File: src/rtl/conv_output_buffer.sv
// Rescale/saturate stage plus FWFT result FIFO feeding the next layer, with row/column tagging.
// Optional build macro RELU_EN clamps negative outputs to zero after saturation.
module conv_output_buffer #(
    parameter int DATA_WIDTH     = 32,
    parameter int OUT_WIDTH      = 16,
    parameter int FRACTION_SHIFT = 8,
    parameter int FIFO_DEPTH     = 16,
    parameter int FIFO_AW        = 4,
    parameter int OUT_COLS       = 4,
    parameter int OUT_ROWS       = 3
) (
    input  logic                  clock,
    input  logic                  reset,
    input  logic                  in_valid,
    input  logic [DATA_WIDTH-1:0] in_data,
    input  logic                  conv_done,
    input  logic                  out_ready,
    output logic                  out_valid,
    output logic [OUT_WIDTH-1:0]  out_data,
    output logic [15:0]           out_col,
    output logic [15:0]           out_row,
    output logic                  frame_done,
    output logic                  overflow_err,
    output logic                  count_err
);

    typedef enum logic [1:0] {
        IDLE    = 2'd0,
        COLLECT = 2'd1,
        DRAIN   = 2'd2
    } state_t;

    localparam logic signed [DATA_WIDTH-1:0] SAT_MAX_C =
        {{(DATA_WIDTH-OUT_WIDTH+1){1'b0}}, {(OUT_WIDTH-1){1'b1}}};
    localparam logic signed [DATA_WIDTH-1:0] SAT_MIN_C =
        {{(DATA_WIDTH-OUT_WIDTH+1){1'b1}}, {(OUT_WIDTH-1){1'b0}}};
    localparam logic [FIFO_AW:0]   DEPTH_C    = (FIFO_AW+1)'(FIFO_DEPTH);
    localparam logic [FIFO_AW:0]   CNT_ONE_C  = {{FIFO_AW{1'b0}}, 1'b1};
    localparam logic [FIFO_AW-1:0] PTR_ONE_C  = {{(FIFO_AW-1){1'b0}}, 1'b1};
    localparam logic [15:0]        LAST_COL_C = 16'(OUT_COLS - 1);
    localparam logic [15:0]        LAST_ROW_C = 16'(OUT_ROWS - 1);
    localparam logic [15:0]        FRAME_LEN_C = 16'(OUT_COLS * OUT_ROWS);

    // Arithmetic shift then clamp to the signed output range (optionally ReLU).
    function automatic logic [OUT_WIDTH-1:0] scale_sat(input logic signed [DATA_WIDTH-1:0] acc);
        logic signed [DATA_WIDTH-1:0] shifted;
        logic [OUT_WIDTH-1:0]         result;
        shifted = acc >>> FRACTION_SHIFT;
        if (shifted > SAT_MAX_C) begin
            result = SAT_MAX_C[OUT_WIDTH-1:0];
        end else if (shifted < SAT_MIN_C) begin
            result = SAT_MIN_C[OUT_WIDTH-1:0];
        end else begin
            result = shifted[OUT_WIDTH-1:0];
        end
`ifdef RELU_EN
        if (result[OUT_WIDTH-1]) begin
            result = {OUT_WIDTH{1'b0}};
        end
`endif
        return result;
    endfunction

    logic                 stage_valid_r;
    logic                 stage_last_r;
    logic [OUT_WIDTH-1:0] stage_data_r;
    logic [OUT_WIDTH-1:0] mem_r [FIFO_DEPTH];
    logic [FIFO_AW-1:0]   wr_ptr_r;
    logic [FIFO_AW-1:0]   rd_ptr_r;
    logic [FIFO_AW:0]     count_r;
    logic [FIFO_AW:0]     count_next_s;
    logic                 out_valid_r;
    logic [15:0]          col_r;
    logic [15:0]          row_r;
    logic                 frame_done_r;
    logic                 overflow_err_r;
    logic                 count_err_r;
    logic [15:0]          push_cnt_r;
    logic                 post_last_r;
    state_t               state_r;
    state_t               state_next_s;
    logic                 draining_s;
    logic                 full_s;
    logic                 pop_s;
    logic                 push_s;
    logic                 drop_s;
    logic                 last_push_s;
    logic                 last_elem_s;

    assign full_s      = (count_r == DEPTH_C);
    assign pop_s       = out_valid_r & out_ready;
    assign push_s      = stage_valid_r & (~full_s | pop_s);
    assign drop_s      = stage_valid_r & full_s & ~pop_s;
    assign last_push_s = push_s & stage_last_r;
    assign last_elem_s = (col_r == LAST_COL_C) && (row_r == LAST_ROW_C);

    assign out_valid    = out_valid_r;
    assign out_data     = out_valid_r ? mem_r[rd_ptr_r] : {OUT_WIDTH{1'b0}};
    assign out_col      = col_r;
    assign out_row      = row_r;
    assign frame_done   = frame_done_r;
    assign overflow_err = overflow_err_r;
    assign count_err    = count_err_r;

    // Scale stage: one register between the MA tree and the FIFO.
    always_ff @(posedge clock or posedge reset) begin
        if (reset) begin
            stage_valid_r <= 1'b0;
            stage_last_r  <= 1'b0;
            stage_data_r  <= {OUT_WIDTH{1'b0}};
        end else begin
            stage_valid_r <= in_valid;
            stage_last_r  <= in_valid & conv_done;
            if (in_valid) begin
                stage_data_r <= scale_sat(in_data);
            end else begin
                stage_data_r <= stage_data_r;
            end
        end
    end

    // FIFO occupancy after this cycle's push/pop.
    always_comb begin
        count_next_s = count_r;
        case ({push_s, pop_s})
            2'b10:   count_next_s = count_r + CNT_ONE_C;
            2'b01:   count_next_s = count_r - CNT_ONE_C;
            default: count_next_s = count_r;
        endcase
    end

    // FIFO storage, pointers and registered head-valid flag.
    always_ff @(posedge clock or posedge reset) begin
        if (reset) begin
            for (int i = 0; i < FIFO_DEPTH; i++) begin
                mem_r[i] <= {OUT_WIDTH{1'b0}};
            end
            wr_ptr_r    <= {FIFO_AW{1'b0}};
            rd_ptr_r    <= {FIFO_AW{1'b0}};
            count_r     <= {(FIFO_AW+1){1'b0}};
            out_valid_r <= 1'b0;
        end else begin
            if (push_s) begin
                mem_r[wr_ptr_r] <= stage_data_r;
                wr_ptr_r        <= wr_ptr_r + PTR_ONE_C;
            end
            if (pop_s) begin
                rd_ptr_r <= rd_ptr_r + PTR_ONE_C;
            end
            count_r     <= count_next_s;
            out_valid_r <= (count_next_s != {(FIFO_AW+1){1'b0}});
        end
    end

    // Output row/column tag advances on every pop; frame_done follows the last element.
    always_ff @(posedge clock or posedge reset) begin
        if (reset) begin
            col_r        <= 16'd0;
            row_r        <= 16'd0;
            frame_done_r <= 1'b0;
        end else begin
            frame_done_r <= pop_s & last_elem_s;
            if (pop_s) begin
                if (col_r == LAST_COL_C) begin
                    col_r <= 16'd0;
                    row_r <= (row_r == LAST_ROW_C) ? 16'd0 : row_r + 16'd1;
                end else begin
                    col_r <= col_r + 16'd1;
                end
            end
        end
    end

    // Push counter and sticky error flags.
    always_ff @(posedge clock or posedge reset) begin
        if (reset) begin
            push_cnt_r     <= 16'd0;
            overflow_err_r <= 1'b0;
            count_err_r    <= 1'b0;
        end else begin
            if (push_s) begin
                push_cnt_r <= stage_last_r ? 16'd0 : push_cnt_r + 16'd1;
            end
            if (drop_s) begin
                overflow_err_r <= 1'b1;
            end
            if ((last_push_s && ((push_cnt_r + 16'd1) != FRAME_LEN_C)) || (conv_done && !in_valid)) begin
                count_err_r <= 1'b1;
            end
        end
    end

    // Frame state register.
    always_ff @(posedge clock or posedge reset) begin
        if (reset) begin
            state_r <= IDLE;
        end else begin
            state_r <= state_next_s;
        end
    end

    // Frame state transitions; a drain overlapped by the next frame returns to COLLECT.
    always_comb begin
        state_next_s = state_r;
        case (state_r)
            IDLE: begin
                if (last_push_s) begin
                    state_next_s = DRAIN;
                end else if (in_valid || push_s) begin
                    state_next_s = COLLECT;
                end else begin
                    state_next_s = IDLE;
                end
            end
            COLLECT: begin
                if (last_push_s) begin
                    state_next_s = DRAIN;
                end else begin
                    state_next_s = COLLECT;
                end
            end
            DRAIN: begin
                if (frame_done_r) begin
                    state_next_s = (post_last_r || push_s) ? COLLECT : IDLE;
                end else begin
                    state_next_s = DRAIN;
                end
            end
            default: state_next_s = IDLE;
        endcase
    end

    // State decode.
    always_comb begin
        draining_s = 1'b0;
        case (state_r)
            DRAIN:   draining_s = 1'b1;
            default: draining_s = 1'b0;
        endcase
    end

    // Remembers that the next frame started pushing while the previous one drains.
    always_ff @(posedge clock or posedge reset) begin
        if (reset) begin
            post_last_r <= 1'b0;
        end else if (!draining_s) begin
            post_last_r <= 1'b0;
        end else if (push_s && !stage_last_r) begin
            post_last_r <= 1'b1;
        end else begin
            post_last_r <= post_last_r;
        end
    end

endmodule

File: config.mk
export PLATFORM = sky130hd
export DESIGN_NAME = conv_output_buffer
export DESIGN_NICKNAME = d
export VERILOG_FILES = /design/src/rtl/conv_output_buffer.sv
export SDC_FILE = /design/constraint.sdc
export NUM_CORES = 1
export LEC_CHECK = 0
export CAP_MARGIN = 20
export CORE_ASPECT_RATIO = 0.8
export CORE_UTILIZATION = 35
export CTS_CLUSTER_SIZE = 14
export DETAILED_ROUTE_END_ITERATION = 7
export SLEW_MARGIN = 10
export SYNTH_ARGS = -nofsm -noshare
export SYNTH_HDL_FRONTEND = slang
export SYNTH_SLANG_ARGS = --single-unit
File: constraint.sdc
create_clock -name clock -period 24.3 [get_ports clock]
set_input_delay 4.86 -clock clock [delete_from_list [all_inputs] [get_ports clock]]
set_output_delay 4.86 -clock clock [all_outputs]
set_load 0.02 [all_outputs]
==> flow_summary.json, run 1 <==
{
  "status": "finished, final reports clean",
  "grt-ovfl-total": 0,
  "netlist_top_cells_area": "dfrtp_1 (53%), mux2_2 (16%), mux4_2 (11%)",
  "switching_share_pct": 31.04,
  "cts.clk_slew.worst_paths_ns": 0.06,
  "post_cts_buffers": 0,
  "power_switching_uw": 724.9,
  "numCtsBuffers": 37,
  "synth-seq-area-share_pct": 53.29,
  "synth_cells": 1088,
  "power.density_mw_per_mm2": 126.8,
  "post_cts_resized": 0,
  "area_growth_pct": 15.66,
  "wl_mm": 37.27,
  "htreeDepth": 2,
  "detail-route-antenna-nets": 0,
  "critPathLaunchType": "register",
  "gr-usage-met1_pct": 23.47,
  "io_buffers": 80,
  "worstSetupEndpointType": "primary output",
  "synth-edff-count": 0,
  "ctsHoldBuffers": 0,
  "gp_congestion": 0.7813,
  "synth_nets": 1137,
  "share_comb_of_total_power_pct": 36.4,
  "io_pins": 89,
  "final_nets": 1197,
  "dr_total_vias": 9316,
  "core_mm2": 0.04463,
  "critPathSlowestCell": "buf_4",
  "die_width_um": 240.4,
  "rrSetupSlack_ns": 19.76,
  "n_antenna_cell": 0,
  "drive_gt1_share_pct": 36.95,
  "hold_viol": 0,
  "clock-sinks": 339,
  "busiest_layer": "met2",
  "drc": 0,
  "clock_latency_ns": 0.52,
  "p_clk_share_pct": 23.6,
  "grt_usage_pct": 16.76,
  "synth_area_leader_cell": "dfrtp_1",
  "ys_top_cells_by_count": "dfrtp_1 (339), mux2_2 (220), mux4_2 (80), mux2_4 (40), clkbuf_1 (39)",
  "fmax_mhz": 112.0,
  "synth_top_area_share_pct": 53.29,
  "crit_path_cell_trace": "buf_4 > mux4_2 > mux4_2 > and2_1 > clkdlybuf4s50_1",
  "ys_ff_latch": 339,
  "grt_pass1_wl_mm": 59.15,
  "rows": 69,
  "crit_required_ns": 19.44,
  "drt-initial-drc-count": 537,
  "cts_buffer_depth": 3,
  "ir_worst_vdd_mv": 0.06454,
  "rsz0062_at_grt": "no",
  "first_global_vias": 9876,
  "place_ws_ns": 15.47,
  "worstSetupPathType": "register to primary output",
  "cts_tree": "yes",
  "routedWlPerCell_um": 20.99,
  "leakage_nw": 8.031,
  "dieArea_mm2": 0.04634,
  "worstMarginPinSlew_ns": 1.071,
  "final.period_utilization_pct": 36.75,
  "first_pass_iters": 4,
  "initial_core_util_pct": 35.67,
  "die_h_um": 192.8,
  "synth_area_mm2": 0.01592,
  "p_int_mw": 1.610,
  "nFillCells": 4126,
  "cts_root_buf": "clkbuf_16",
  "fin_crit_ns": 8.929,
  "synthArstFlopShare_pct": 100.0,
  "met3_usage_pct": 2.446,
  "yosys_warnings": 0,
  "yosys.cell_types.count": 53,
  "setup_viol": 0,
  "hp-class": "register to register",
  "cp.arrival_ns": 4.07,
  "grt_max_degree": 191,
  "synth-main-ff-cell": "dfrtp_1",
  "finalPower_mw": 2.335,
  "seqPwrFrac_pct": 40.0,
  "report.final.slew_viol_count": 0,
  "finClkSkew_ns": 0.01531,
  "timing.hold.ws_ns": 0.4651,
  "cap_violations": 0,
  "vias_per_cell": 5.248,
  "fin_setup_tns_ns": 0,
  "yosysMostFrequentCell": "dfrtp_1",
  "antenna_found_initial": 0,
  "crit_fanout": 44,
  "layout_setup_ws_ns": 15.37,
  "cp_common_cell": "mux4_2",
  "slew-limit-headroom_pct": 28.61,
  "max_stage_delay_ns": 0.83,
  "syn_area_per_cell_um2": 14.63,
  "grt_util_met2_pct": 27.17,
  "hpwl_mm": 21.62
}
[power by group through the flow]
stage	combinational (mW)	clock, mW	sequential [mW]
CTS	0.865	0.566	0.934
global route	0.912	0.588	0.968
global placement	0.846	0	0.932
detailed placement	0.863	0	0.940
finish	0.851	0.551	0.933
floorplan	0.657	0	0.878
[flip-flops by register name, summed over array words and instances, names as in the netlist]
signal,cells
count_err,1
count_r,5
frame_done,1
mem_r,256
out_col,16
out_row,16
out_valid,1
overflow_err,1
push_cnt_r,16
rd_ptr_r,4
stage_data_r,16
stage_last_r,1
stage_valid_r,1
wr_ptr_r,4
[layout make-up]
cell class | instances | area (µm²) | share of cell area, %
Clock buffer | 55 | 1084 | 5.885
Clock inverter | 8 | 90.09 | 0.4893
Inverter | 9 | 53.80 | 0.2922
Multi-Input combinational cell | 667 | 7003 | 38.04
Sequential cell | 339 | 8488 | 46.10
Tap cell | 603 | 754.5 | 4.098
Timing Repair Buffer | 94 | 938.4 | 5.097
[placed cells by master, fill, tap and decap left out, types with 14 or more instances in the layout]
master,netlist,final
o2bb2ai_1,15,15
nand4_1,19,19
mux2_4,40,40
clkdlybuf4s50_1,0,80
nor4_1,14,14
and2_1,23,23
xnor2_1,24,24
nand2_1,33,33
xor2_1,17,17
nand3_1,16,16
mux2_2,220,220
dfrtp_1,339,337
clkbuf_16,0,37
o21ai_0,32,32
mux4_2,80,80
nor2_1,37,37
[per-stage QoR]
stage | util, % | area [µm²] | instances
final | 41.25 | 18410 | 1775
after global routing | 41.25 | 18410 | 1775
after CTS | 41.19 | 18380 | 1774
after detailed placement | 38.56 | 17210 | 1711
after global placement | 38.56 | 17210 | 1711
after floorplan | - | 15920 | 1088
[logic make-up after synthesis]
group           after synthesis  share of synthesized area [%]
compound gates               74                          2.947
flops                       339                          53.29
xor+xnor                     41                          2.256
fa+ha+maj                    12                         0.9431
simple gates                199                          7.105
buf+inv                      82                          2.743
mux                         341                          30.72
[routing by layer]
metal	part of all wire (%)	vias up
met3	3.3	52
li1	-	4151
met4	1.9	0
met1	47	4950
met5	0	-
met2	48	163
[critical path: cells and delay by family (launching register included)]
| family | cells | cell delay [ns] |
|---|---|---|
| mux | 2 | 1.10 |
| flops | 1 | 0.79 |
| simple gates | 1 | 0.22 |
| buf+inv | 2 | 1.39 |
[worst paths after layout]
path,start,end,cells after the start
max,rd_ptr_r[0],out_data[15],5
min,overflow_err,overflow_err,1
max reg2reg,out_valid,out_valid,13
min reg2reg,overflow_err,overflow_err,1
max in group asynchronous,reset,rd_ptr_r[0],3
min in group asynchronous,reset,mem_r[254],2
No activity file was read; power rests on OpenSTA's default activity.
==> inputs of run 2 (changes only) <==
Clock period 24.3 ns to 8.15 ns, I/O delays scaled along.
==> run 2 against run 1 <==
Net effect: design area grew 0.54%; largest cell class unchanged; flip-flop and latch count is the same; non-clock buffer count grew 2; cell count grew 0.17%; register-to-register slack lost 16 ns; wire length shrank 0.72%; die area is the same; first-iteration DRC count shrank 8.4%; clock power grew to 3.1 times the previous value.
==> flow_summary.json, run 2 (synthesis gave the netlist of run 1 again) <==
{
  "io_pins": 89,
  "post-place-cells": 1712,
  "detail-route-antenna-nets": 0,
  "post_cts_buffers": 0,
  "power.density_mw_per_mm2": 379.9,
  "cts_root_buf": "clkbuf_16",
  "first_pass_iters": 4,
  "cts.clk_slew.worst_paths_ns": 0.06,
  "rrSetupSlack_ns": 3.65,
  "slew-limit-headroom_pct": 35.27,
  "wl_met3_mm": 1.553,
  "layout_setup_ws_ns": 2.510,
  "worst-path-stages": 5,
  "wl_mm": 37.00,
  "fmax_mhz": 177.3,
  "reg2reg_from": "out_valid",
  "final.period_utilization_pct": 69.21,
  "cts_buffer_depth": 3,
  "drt-initial-drc-count": 492,
  "hp-start": "stage_valid_r",
  "dieArea_mm2": 0.04634,
  "cp.arrival_ns": 4.01,
  "largest-register": "mem_r",
  "clock-sinks": 339,
  "max_stage_delay_ns": 0.94,
  "hold_viol": 0,
  "dr_total_vias": 9306,
  "rr_worst_depth": 13,
  "report.final.slew_viol_count": 0,
  "power_switching_mw": 2.156,
  "cts_tree": "yes",
  "route.met2.wl_mm": 16.62,
  "p_int_mw": 4.877,
  "routedWlPerCell_um": 20.81,
  "initial_core_util_pct": 35.67,
  "fin_setup_tns_ns": 0,
  "cp_top_family": "buffers and inverters",
  "switching_share_pct": 30.65,
  "share_comb_of_total_power_pct": 35.0,
  "top_layer": "met4",
  "ir_worst_vdd_mv": 0.1505,
  "gp_congestion": 0.7756,
  "vias_per_cell": 5.234,
  "crit_fanout": 38,
  "final_nets": 1198,
  "place_ws_ns": 2.590,
  "p_clk_share_pct": 24.6,
  "drc": 0,
  "grt_usage_pct": 16.61,
  "finClkSkew_ns": 0.02289,
  "post_cts_resized": 0,
  "core_mm2": 0.04463,
  "first_global_vias": 9578,
  "critPathLaunch": "rd_ptr_r[0]",
  "area_growth_pct": 16.29,
  "crit_end": "out_data[7]",
  "timing.hold.ws_ns": 0.4832,
  "leakage_nw": 8.069,
  "cp_common_cell": "mux4_2",
  "io_buffers": 80,
  "worstSetupEndpointType": "primary output",
  "rows": 69,
  "fin_crit_ns": 5.640,
  "final_util_pct": 41.47,
  "critPathLaunchType": "register",
  "crit_path_cell_trace": "buf_4 > mux4_2 > mux4_2 > and2_1 > clkdlybuf4s50_1",
  "cp.buffers_inverters": 2,
  "fin_area_mm2": 0.01851,
  "final_cell_mix": "dfrtp_1 (337), mux2_2 (220), mux4_2 (80), clkdlybuf4s50_1 (80), mux2_4 (40)",
  "grt-ovfl-total": 0,
  "rsz0062_at_grt": "no",
  "hp-class": "register to register",
  "hpwl_mm": 21.46,
  "clock_latency_ns": 0.53,
  "cap_violations": 0,
  "seqPwrFrac_pct": 40.3,
  "place_area_mm2": 0.01723,
  "largest_register_ffs": 256,
  "crit_required_ns": 6.52,
  "n_antenna_cell": 0,
  "die_width_um": 240.4,
  "htreeDepth": 2,
  "status": "finished, final reports clean",
  "antenna_found_initial": 0,
  "drive_gt1_share_pct": 37.28,
  "fin_cells": 1778,
  "final_common_cell": "dfrtp_1",
  "grt_pass1_wl_mm": 58.44,
  "worstSetupPathType": "register to primary output",
  "worstMarginPinSlew_ns": 0.9709,
  "critPathSlowestCell": "dfrtp_4",
  "numCtsBuffers": 36,
  "worstReg2RegEnd": "out_valid",
  "die_h_um": 192.8,
  "finalPower_mw": 7.033,
  "ctsHoldBuffers": 0,
  "wl_met1_mm": 18.20,
  "grt_max_degree": 153,
  "setup_viol": 0
}
-- run 2: cell types whose count changed in the layout (fill, tap and decap cells not counted), sizes merged --
cell      change
buf           +2
bufinv        +2
clkbuf        -1
clkinv        -3
clkinvlp      +2
inv           +1
-- run 2: per-layer routing --
metal | up-vias | global-route usage, %
met2 | 168 | 25.09
met1 | 4935 | 24.83
li1 | 4152 | -
met5 | - | 0
met3 | 51 | 2.703
met4 | 0 | 3.846
-- run 2: cell type report --
class                   instances  area, µm²
well taps                     603      754.5
clock buffers                  54       1090
repair buffers                 96      965.9
clock inverters                10      160.2
inverters                       9      50.05
fillers                      4072      26120
multi-input cells             667       7003
flip-flops and latches        339       8488
-- run 2: power groups by stage --
stage / Clock, mW / Sequential [mW] / Combinational, mW
after CTS: 1.77 / 2.85 / 2.49
after detailed placement: 0 / 2.87 / 2.48
final: 1.73 / 2.84 / 2.46
after global routing: 1.84 / 2.93 / 2.65
after floorplan: 0 / 2.62 / 1.96
after global placement: 0 / 2.85 / 2.43
-- run 2: worst min path at each step --
stage / end / depth (start not counted) / slack [ns]
after floorplan: overflow_err / 1 / 0.44
after global placement: overflow_err / 1 / 0.46
after detailed placement: overflow_err / 1 / 0.46
after CTS: overflow_err / 1 / 0.49
after global routing: overflow_err / 1 / 0.50
final: overflow_err / 1 / 0.48
